--- src/rtl/branch_pkg.sv ---
// branch_pkg
//   Shared definitions for the branch/flow-control unit: opcode encodings,
//   the run/halt FSM state type and the jump_enable encodings seen by the PC.
package branch_pkg;

    localparam logic [3:0] OP_JMP  = 4'b1000;
    localparam logic [3:0] OP_JZ   = 4'b1001;
    localparam logic [3:0] OP_JNZ  = 4'b1010;
    localparam logic [3:0] OP_JC   = 4'b1011;
    localparam logic [3:0] OP_CALL = 4'b1100;
    localparam logic [3:0] OP_RET  = 4'b1101;
    localparam logic [3:0] OP_HALT = 4'b1111;

    typedef enum logic {
        ST_RUN    = 1'b0,
        ST_HALTED = 1'b1
    } state_t;

    localparam logic [1:0] JE_JUMP = 2'b10;
    localparam logic [1:0] JE_INC  = 2'b00;

endpackage

--- src/rtl/ret_stack.sv ---
// ret_stack
//   Parameterised LIFO of return addresses with an occupancy count.
//   Pushes while full and pops while empty are ignored; the caller decides
//   what that means (error policy lives in branch_ctrl).
// Ports:
//   CLK, RST      clock, asynchronous active-low reset (empties the stack)
//   i_push/i_pop  push i_data / discard the top entry at the clock edge
//   i_data        value to push
//   o_top         current top entry (valid when !o_empty)
//   o_full        count == DEPTH
//   o_empty       count == 0
//   o_count       occupancy 0..DEPTH
module ret_stack #(
    parameter int AW    = 6,
    parameter int DEPTH = 4
) (
    input  logic                     CLK,
    input  logic                     RST,
    input  logic                     i_push,
    input  logic                     i_pop,
    input  logic [AW-1:0]            i_data,
    output logic [AW-1:0]            o_top,
    output logic                     o_full,
    output logic                     o_empty,
    output logic [$clog2(DEPTH):0]   o_count
);
    localparam int PW = $clog2(DEPTH);

    logic [AW-1:0] r_mem [DEPTH];
    logic [PW:0]   r_count;
    logic [PW-1:0] w_wr_idx;
    logic [PW-1:0] w_top_idx;

    // DEPTH is a power of two, so the low PW bits of the count index the
    // next free slot; the top lives one below it (wraps correctly when full).
    assign w_wr_idx  = r_count[PW-1:0];
    assign w_top_idx = r_count[PW-1:0] - PW'(1);

    assign o_full  = (r_count == (PW+1)'(DEPTH));
    assign o_empty = (r_count == '0);
    assign o_top   = r_mem[w_top_idx];
    assign o_count = r_count;

    always_ff @(posedge CLK or negedge RST) begin
        if (!RST) begin
            r_count <= '0;
        end else if (i_push && !o_full) begin
            r_count <= r_count + (PW+1)'(1);
        end else if (i_pop && !o_empty) begin
            r_count <= r_count - (PW+1)'(1);
        end
    end

    // Storage needs no reset: entries above the count are never observed.
    always_ff @(posedge CLK) begin
        if (i_push && !o_full) begin
            r_mem[w_wr_idx] <= i_data;
        end
    end

endmodule

--- src/rtl/branch_ctrl.sv ---
// branch_ctrl
//   Drives the PC jump interface. Decodes INSTR combinationally, resolves
//   conditional jumps against registered Z/C flags (with same-cycle
//   forwarding from the ALU), keeps a return-address stack for CALL/RET and
//   runs a RUN/HALTED state machine.
//   PC interface contract: each cycle the PC samples jump_enable at the clock
//   edge; 2'b10 loads jump_addr, 2'b00 increments. There is no back-pressure,
//   so every request is acted on at the very edge it is presented.
// Ports:
//   CLK, RST        clock, asynchronous active-low reset
//   PC_ADDR         current program counter
//   INSTR           instruction at PC_ADDR
//   FLAG_WE, Z_IN, C_IN  ALU flag write strobe and results
//   RESUME          leave the HALTED state
//   jump_addr, CON, FS, jump_enable  PC jump request
//   HALTED          registered halt indication
//   STK_ERR         sticky stack overflow/underflow
//   o_dbg_state     FSM state
//   o_dbg_count     return-stack occupancy
module branch_ctrl
    import branch_pkg::*;
#(
    parameter int AW        = 6,
    parameter int IW        = 16,
    parameter int STK_DEPTH = 4
) (
    input  logic                       CLK,
    input  logic                       RST,
    input  logic [AW-1:0]              PC_ADDR,
    input  logic [IW-1:0]              INSTR,
    input  logic                       FLAG_WE,
    input  logic                       Z_IN,
    input  logic                       C_IN,
    input  logic                       RESUME,
    output logic [AW-1:0]              jump_addr,
    output logic                       CON,
    output logic                       FS,
    output logic [1:0]                 jump_enable,
    output logic                       HALTED,
    output logic                       STK_ERR,
    output state_t                     o_dbg_state,
    output logic [$clog2(STK_DEPTH):0] o_dbg_count
);
    state_t        r_state, w_state_nxt;
    logic          r_z, r_c, r_stk_err;
    logic [AW-1:0] r_halt_pc;

    logic [3:0]    w_op;
    logic [AW-1:0] w_tgt, w_ret_addr, w_top;
    logic          w_z_eff, w_c_eff;
    logic          w_full, w_empty;
    logic          w_push, w_pop, w_err_set, w_halt_ld;
    logic [1:0]    w_je;
    logic          w_con, w_fs;
    logic [AW-1:0] w_addr;
    logic          w_unused;

    assign w_op       = INSTR[IW-1:IW-4];
    assign w_tgt      = INSTR[AW-1:0];
    assign w_unused   = ^INSTR[IW-5:AW];
    assign w_ret_addr = PC_ADDR + AW'(1);   // wraps modulo 2^AW

    // Forwarding: a flag being written this cycle decides this cycle's branch.
    assign w_z_eff = FLAG_WE ? Z_IN : r_z;
    assign w_c_eff = FLAG_WE ? C_IN : r_c;

    ret_stack #(.AW(AW), .DEPTH(STK_DEPTH)) u_stack (
        .CLK     (CLK),
        .RST     (RST),
        .i_push  (w_push),
        .i_pop   (w_pop),
        .i_data  (w_ret_addr),
        .o_top   (w_top),
        .o_full  (w_full),
        .o_empty (w_empty),
        .o_count (o_dbg_count)
    );

    always_ff @(posedge CLK or negedge RST) begin
        if (!RST) begin
            r_state   <= ST_RUN;
            r_z       <= 1'b0;
            r_c       <= 1'b0;
            r_halt_pc <= '0;
            r_stk_err <= 1'b0;
        end else begin
            r_state <= w_state_nxt;
            if (FLAG_WE) begin
                r_z <= Z_IN;
                r_c <= C_IN;
            end
            if (w_halt_ld) r_halt_pc <= PC_ADDR;
            if (w_err_set) r_stk_err <= 1'b1;
        end
    end

    always_comb begin
        w_state_nxt = r_state;
        w_je        = JE_INC;
        w_con       = 1'b0;
        w_fs        = 1'b0;
        w_addr      = '0;
        w_push      = 1'b0;
        w_pop       = 1'b0;
        w_err_set   = 1'b0;
        w_halt_ld   = 1'b0;
        case (r_state)
            ST_RUN: begin
                case (w_op)
                    OP_JMP: begin
                        w_je   = JE_JUMP;
                        w_addr = w_tgt;
                    end
                    OP_JZ, OP_JNZ, OP_JC: begin
                        w_con  = 1'b1;
                        w_addr = w_tgt;
                        if (w_op == OP_JZ)       w_fs = w_z_eff;
                        else if (w_op == OP_JNZ) w_fs = !w_z_eff;
                        else                     w_fs = w_c_eff;
                        // Not-taken must step the PC; a jump request with
                        // CON=1/FS=0 would make the PC refetch forever.
                        if (w_fs) w_je = JE_JUMP;
                    end
                    OP_CALL: begin
                        w_je   = JE_JUMP;
                        w_addr = w_tgt;
                        if (w_full) w_err_set = 1'b1;
                        else        w_push    = 1'b1;
                    end
                    OP_RET: begin
                        if (w_empty) begin
                            w_err_set = 1'b1;
                        end else begin
                            w_je   = JE_JUMP;
                            w_addr = w_top;
                            w_pop  = 1'b1;
                        end
                    end
                    OP_HALT: begin
                        w_je        = JE_JUMP;
                        w_addr      = PC_ADDR;
                        w_halt_ld   = 1'b1;
                        w_state_nxt = ST_HALTED;
                    end
                    default: ;
                endcase
            end
            ST_HALTED: begin
                // Parked on the HALT instruction; RESUME lets the PC step past it.
                if (RESUME) begin
                    w_state_nxt = ST_RUN;
                end else begin
                    w_je   = JE_JUMP;
                    w_addr = r_halt_pc;
                end
            end
            default: ;
        endcase
    end

    // All outputs are forced quiet while reset is held.
    assign jump_enable = RST ? w_je   : JE_INC;
    assign CON         = RST ? w_con  : 1'b0;
    assign FS          = RST ? w_fs   : 1'b0;
    assign jump_addr   = RST ? w_addr : '0;
    assign HALTED      = RST && (r_state == ST_HALTED);
    assign STK_ERR     = r_stk_err;
    assign o_dbg_state = r_state;

endmodule

--- config.mk ---
export PLATFORM = sky130hd
export DESIGN_NAME = branch_ctrl
export DESIGN_NICKNAME = d
export VERILOG_FILES = /design/src/rtl/branch_pkg.sv /design/src/rtl/ret_stack.sv /design/src/rtl/branch_ctrl.sv
export SDC_FILE = /design/constraint.sdc
export NUM_CORES = 1
export LEC_CHECK = 0
export CORE_MARGIN = 2
export CORE_UTILIZATION = 49
export DETAILED_ROUTE_END_ITERATION = 8
export GPL_TIMING_DRIVEN = 0
export PLACE_DENSITY = 0.78
export RECOVER_POWER = 100
export SYNTH_ARGS = -nofsm -noshare
export SYNTH_HDL_FRONTEND = slang
export SYNTH_SLANG_ARGS = --single-unit
export TNS_END_PERCENT = 20
--- constraint.sdc ---
create_clock -name CLK -period 3.1 [get_ports CLK]
set_input_delay 0.775 -clock CLK [delete_from_list [all_inputs] [get_ports CLK]]
set_output_delay 0.775 -clock CLK [all_outputs]
set_load 0.03 [all_outputs]
Word level (Yosys, flattened, before mapping)
Memories as Yosys holds them, arrays and structs flattened. Cells that the tools add are included.

Output and inout port bits: 16. Memory bits (writable): 24. Logic and storage cells: 72. Latch bits: 0. Register bits after elaboration: 13. ROM bits: 0. Memories: 1.

Reductions and logical operators: 11. Add/subtract/negate cells: 4. $mul: 0. $lt $le $gt $ge: 0. Div/mod/pow operators: 0. Bitwise gates (word level): 1. Multiplexer cells: 41. Eq/ne operators: 8. Shifts and indexed selects: 0.

Memory list: u_stack.r_mem (words 4, bits a word 6, read ports 1, clocked after memory_dff 0, write ports 1, line ret_stack.sv:29) `logic [AW-1:0] r_mem [DEPTH];`.

Operators by type and width (number): $eq A4 B4 Y1 const B (7); $mux W1 (26); $mux W6 (3); $pmux W6 S3 (1); $pmux W6 S2 (1); $mux W2 (4); $add A6 B1 Y6 const B (1); $mux W3 (2); $pmux W2 S3 (1); $reduce_or A3 Y1 (2); $reduce_or A5 Y1 (1); $pmux W1 S2 (2); $pmux W2 S2 (1); $add A3 B1 Y3 const B (1); $eq A3 B3 Y1 const B (1); $logic_and A1 B1 Y1 (3); $logic_not A1 Y1 (3); $logic_not A3 Y1 (1); $sub A3 B1 Y3 const B (1); $reduce_bool A2 Y1 (1); $sub A2 B1 Y2 const B (1); $not A1 Y1 (1).

Longest topological paths before layout
Gate-level depths: netlist (run 1).

Word-level depth: 10. Mapped depth: 11.

Hierarchy
A second synthesis (run 1) with hierarchy kept.

Cell total of the unflattened synthesis: 164. Area, all modules: 2100.8 um^2.

Modules (own cells, without submodules): ret_stack (cells each 65, area each 1206.2 um^2, instances 1); branch_ctrl (cells each 99, area each 894.6 um^2, instances 1).

Least setup slack after synthesis (run 1)
Ideal clock, no wire load.

Path kind: in2out. Start point: in FLAG_WE. End point: out jump_enable[1]. Buffers on the path: 0. Stages on the path: 4. Arrival: 2.190 ns. Data required time: 2.325 ns. Setup slack: 0.135 ns. Path through: mux2_4 -> or2_4 -> a2111oi_4 -> or3_1.

Word-level cells in the longest chain between the ends: 10.

RTL lines: start, declared (line branch_ctrl.sv:31) `input logic FLAG_WE,`; $mux W1; $logic_not A1 Y1 (line branch_ctrl.sv:118) `else if (w_op == OP_JNZ) w_fs = !w_z_eff;`; $mux W1 (line branch_ctrl.sv:118); $mux W1 (*) (line branch_ctrl.sv:117) `if (w_op == OP_JZ) w_fs = w_z_eff;`; $mux W1 (*) (line branch_ctrl.sv:109) `case (w_op)`; $mux W1 (*) (line branch_ctrl.sv:107) `case (r_state)`; $mux W2 (*) (line branch_ctrl.sv:122) `if (w_fs) w_je = JE_JUMP;`; $pmux W2 S3 (*) (line branch_ctrl.sv:109); $pmux W2 S2 (*) (line branch_ctrl.sv:107); $mux W2 (*) (line branch_ctrl.sv:162) `assign jump_enable = RST ? w_je : JE_INC;`; end, declared (line branch_ctrl.sv:38) `output logic [1:0] jump_enable,`.

Mark *: on every way between the ends. The rest lies on a longest branch, timed or not. The select of a mux whose other input is x is not followed.

Final worst setup path (run 1)
Start point: in Z_IN. End point: out jump_enable[1].

Word-level cells in the longest chain between the ends: 10.

RTL lines: start, declared (line branch_ctrl.sv:32) `input logic Z_IN,`; $mux W1 (*); via w_z_eff (line branch_ctrl.sv:50) `logic w_z_eff, w_c_eff;`; $logic_not A1 Y1 (line branch_ctrl.sv:118); $mux W1 (line branch_ctrl.sv:118); $mux W1 (*) (line branch_ctrl.sv:117); $mux W1 (*) (line branch_ctrl.sv:109); $mux W1 (*) (line branch_ctrl.sv:107); $mux W2 (*) (line branch_ctrl.sv:122); $pmux W2 S3 (*) (line branch_ctrl.sv:109); $pmux W2 S2 (*) (line branch_ctrl.sv:107); $mux W2 (*) (line branch_ctrl.sv:162).

The timed path passes the listed nets; every way through them passes the cells marked *. The select of a mux whose other input is x is not followed.

==> tab_implementation.tex, run 1 <==
\begin{tabular}{lr}
\hline
Metric & Value \\
\hline
\multicolumn{2}{l}{\textbf{Die}} \\
Initial core utilization & 51.2\% \\
Die Area & 4370 µm² \\
CORE AREA & between 3000 and 4000 µm² \\
Die width & 66.1 µm \\
Number of placed I/O pins & 44 \\
Floorplan row count & 22 \\
Die outline height & 66.1 µm \\
\multicolumn{2}{l}{\textbf{Synth}} \\
Number of distinct library cell variants in the gate-level netlist after synthesis & 40 \\
Synthesized netlist net count & 170 \\
Synth Area in Simple Gates & 11.7\% \\
Xor/xnor share of the synthesized area & $\sim$3.2\% \\
Flip-flop and latch count after synthesis & 37 \\
Synth warnings & 0 \\
Register area share after synthesis & between 50\% and 60\% \\
Flip-flop cell with the highest count after synthesis & edfxtp\_1 \\
EDFF count, synth & 24 \\
Adder-Cell Fraction of Synth Area & 4.37\% \\
Combinational family with the most area after synthesis & multiplexers \\
Cells after synthesis & 136 \\
Average cell area after synthesis & 13.9 µm² \\
Fraction of registers with async set or reset after synthesis & a little over a third \\
Multiplexer fraction of the synthesized cell area & between 10\% and 20\% \\
Compound-Gate Fraction of Synth Area & roughly 9.2\% \\
Synthesized cell area & between 1500 and 2000 µm² \\
\multicolumn{2}{l}{\textbf{Routing}} \\
Wire length on met3 & between 150 and 200 µm \\
Top layer used by detailed routing & met4 \\
Vias after detailed routing & between 1000 and 1500 \\
DRT antenna net count & 0 \\
Wire length the detailed router placed on met1 & 1.74 mm \\
Post-route DRC & 0 \\
Average via count per standard cell & 5.57 \\
Routed wire per std cell & 17.6 µm \\
Number of DRC violations after detailed-routing iteration 0 & 84 \\
Post-Route WL & around 4 mm \\
Detailed-router iteration count before antenna repair & 4 \\
Total length of routed met2 wires & 2.01 mm \\
\multicolumn{2}{l}{\textbf{Worst setup path}} \\
Required arrival time at the worst endpoint & 2.32 ns \\
Buf+Inv Stages, Crit Path & 2 \\
Reg2reg setup slack & 0.61 ns \\
Worst-path maximum fanout & 3 \\
Top cell family by delay on the critical path & buffers and inverters \\
Startpoint type of the worst setup path & input port \\
Critical path start-end classification & in -> out \\
Arrival time at the worst endpoint & about 2.3 ns \\
Worst-path cell with the longest stage delay & clkdlybuf4s50\_1 \\
Critical register-to-register path startpoint & u\_stack.o\_count[0]\$\_DFFE\_PN0P\_ \\
Worst path cell trace & clkdlybuf4s50\_1, mux2\_4, or2\_4, a2111oi\_4, or3\_1, clkbuf\_4 \\
Sort of element at the end of the critical path & output port \\
Largest stage delay on the critical path & 0.39 ns \\
Count of cells along the worst register-to-register path & 11 \\
Critical R2R Capture & u\_stack.o\_count[2]\$\_DFFE\_PN0P\_ \\
\multicolumn{2}{l}{\textbf{Timing}} \\
Worst Skew & 0.00465 ns \\
Max-slew violation count & 0 \\
Final-layout setup total negative slack & 0 ns \\
Final hold vios & 0 \\
Count of final setup violators & 0 \\
Slew HR & 27.8\% \\
Time the final worst path needs with I/O delays and setup & between 3 and 4 ns \\
Worst hold margin & around 0.48 ns \\
Share of the clock period used by the worst path after layout & 99.7\% \\
Measured slew at the worst slew-check pin & 1.07 ns \\
Max Fclk & 324 MHz \\
Unrepaired setup endpoints after global routing & true \\
\multicolumn{2}{l}{\textbf{Cells and area}} \\
Layout area overhead & 28.1\% \\
Most common cell after layout, fill and taps aside & edfxtp\_1 \\
Footprint of the multi-input gates & $\sim$800 µm² \\
Commonest non-fill, non-tap cells in the layout & edfxtp\_1 (24), clkdlybuf4s50\_1 (14), dfrtp\_1 (12), nor2\_1 (8) \\
Filler instances & 297 \\
Fraction of layout instances using a drive strength above 1 & 21.7\% \\
Sequential standard cell area & 1050 µm² \\
Number of nets in the layout & 213 \\
Count of inserted antenna diode cells & 0 \\
\multicolumn{2}{l}{\textbf{Clock network}} \\
Number of H-tree levels & 2 \\
Clock sink count & 37 \\
Buffer levels on the longest clock path & 2 \\
Clock root cell & clkbuf\_8 \\
CTS tree & yes \\
Quantity of hold-fixing buffers added after cts & 0 \\
Source-to-sink clock delay at the later pin of the worst-skew pair & 0.29 ns \\
Clock-pin slew of the registers on the worst-case setup and hold paths & about 0.08 ns \\
Number of clock buffers inserted by TritonCTS & 5 \\
\multicolumn{2}{l}{\textbf{Place}} \\
HPWL after DPL & 2.92 mm \\
Number of buffers added on ports & 35 \\
GP Congestion & between 0.8 and 0.9 \\
\multicolumn{2}{l}{\textbf{Pwr}} \\
Total power divided by cell area & 717 nW/µm² \\
Worst vdd rail ir drop & approximately 0.53 mV \\
Leak & between 0.0009 and 0.001 µW \\
\multicolumn{2}{l}{\textbf{Run}} \\
Number of max-capacitance violations reported & 0 \\
\multicolumn{2}{l}{\textbf{Hold path}} \\
Sink of the worst hold path & STK\_ERR\$\_DFFE\_PN0P\_ \\
Hold WC Path Type & reg -> reg \\
Start point of the worst min-delay path & STK\_ERR\$\_DFFE\_PN0P\_ \\
Number of stages on the worst hold path & 1 \\
\multicolumn{2}{l}{\textbf{GRT}} \\
First-pass GRT wire length & 6.53 mm \\
Maximum number of pins on one net before global-route repair & 18 \\
Total congestion overflow & 0 \\
Antenna violations before repair & 0 \\
Via count of the first global-routing pass & 1328 \\
Overall track demand over capacity in global routing & 20.7\% \\
\multicolumn{2}{l}{\textbf{Outcome}} \\
Status & finished, final reports clean \\
\hline
\end{tabular}
## cells by family after synthesis
family | Yosys count
flip-flops | 37
AND/OR/NAND/NOR | 37
AO/OA/AOI/OAI | 20
multiplexers | 15
buffers and inverters | 13
XOR/XNOR | 7
adder cells (fa/ha/maj) | 6
other | 1
## report_power, final
group          internal (µW)  total (µW)  switching [µW]
Sequential               588         631            42.4
Combinational            294         603             309
Clock                    324         502             178
Total                   1210        1740             529
## worst register-to-register path, delay by kind of cell, from the launching register on
| kind | cells | cell delay, ns |
|---|---|---|
| AOI/OAI and AO/OA | 1 | 0.15 |
| xor gates and xnor gates | 1 | 0.16 |
| adders and majority gates | 2 | 0.58 |
| buffers and inverters | 3 | 0.40 |
| DFF | 1 | 0.37 |
| and+or+nand+nor | 4 | 0.75 |
## sequential cells by signal (all words and copies together) (netlist names)
name / count
r_halt_pc: 6
u_stack.r_mem: 24
STK_ERR: 1
o_dbg_state: 1
r_z: 1
r_c: 1
u_stack.o_count: 3
## final cells by class
type / instances / share of cell area [%]
plain buffers: 7 / 1.81
clock buffers: 5 / 2.84
clock inverters: 3 / 2.84
inverters: 6 / 1.09
multi-input cells: 86 / 32.4
flip-flops and latches: 37 / 43.3
well taps: 48 / 2.48
repair buffers: 36 / 13.2
## through the flow
| stage | instance area (µm²) | power (µW) | instances | setup WS [ns] | utilization (%) |
|---|---|---|---|---|---|
| final | 2420 | 1740 | 228 | 0.0102 | 65.6 |
| after global routing | 2420 | 1830 | 228 | -0.0466 | 65.6 |
| after CTS | 2440 | 1750 | 227 | -0.117 | 66.3 |
| after detailed placement | 2300 | 1220 | 219 | -1.05 | 62.3 |
| after global placement | 2300 | 1190 | 219 | -0.958 | 62.3 |
| after floorplan | 1890 | 1010 | 136 | 0.135 | - |
## per-layer routing
layer / global-route usage, % / vias to the layer above
met2: 33.3 / 39
li1: - / 597
met5: 0 / -
met3: 6.30 / 8
met1: 26.3 / 627
met4: 8.16 / 0
## Yosys cell counts (2+ instances only)
| library cell | count | area (µm²) |
|---|---|---|
| nor2_1 | 8 | 30.0 |
| a22oi_1 | 7 | 52.6 |
| inv_1 | 6 | 22.5 |
| ha_1 | 5 | 62.6 |
| xor2_1 | 3 | 26.3 |
| nand2b_1 | 2 | 12.5 |
| edfxtp_1 | 24 | 721 |
| a221o_1 | 5 | 50.1 |
| nand3_1 | 2 | 10.0 |
| clkbuf_1 | 2 | 7.51 |
| and4b_1 | 2 | 20.0 |
| mux2_1 | 7 | 78.8 |
| nor3_1 | 2 | 10.0 |
| nand2_1 | 5 | 18.8 |
| o21ai_1 | 2 | 10.0 |
| dfrtp_1 | 13 | 325 |
| and3_1 | 3 | 18.8 |
| and2_1 | 5 | 31.3 |
| buf_4 | 2 | 15.0 |
| xnor2_1 | 4 | 35.0 |
| buf_2 | 3 | 15.0 |
| mux4_2 | 6 | 135 |
## how the worst max path moves through the flow
stage,cells past startpoint,from,slack [ns],to
global placement,5,RST,-0.96,jump_enable[1]
finish,6,Z_IN,0.01,jump_enable[1]
detailed placement,5,RST,-1.05,jump_enable[1]
global route,6,Z_IN,-0.05,jump_enable[1]
CTS,6,INSTR[15],-0.12,jump_addr[1]
floorplan,4,FLAG_WE,0.14,jump_enable[1]
## timing repair
action,in CTS,in global routing
gates resized for setup,43,15
pin swaps,0,0
endpoints found under the setup margin,10,7
buffers inserted,0,1
No activity file was read; power rests on OpenSTA's default activity.
==> run 2, diff against run 1 <==
--- a/config.mk
+++ b/config.mk
@@ -8,6 +8,7 @@
 export CORE_MARGIN = 2
 export CORE_UTILIZATION = 49
 export DETAILED_ROUTE_END_ITERATION = 8
+export GPL_ROUTABILITY_DRIVEN = 1
 export GPL_TIMING_DRIVEN = 0
 export PLACE_DENSITY = 0.78
 export RECOVER_POWER = 100
==> results of run 2 <==
The final DEF is identical to that of run 1; final timing and power are the same.
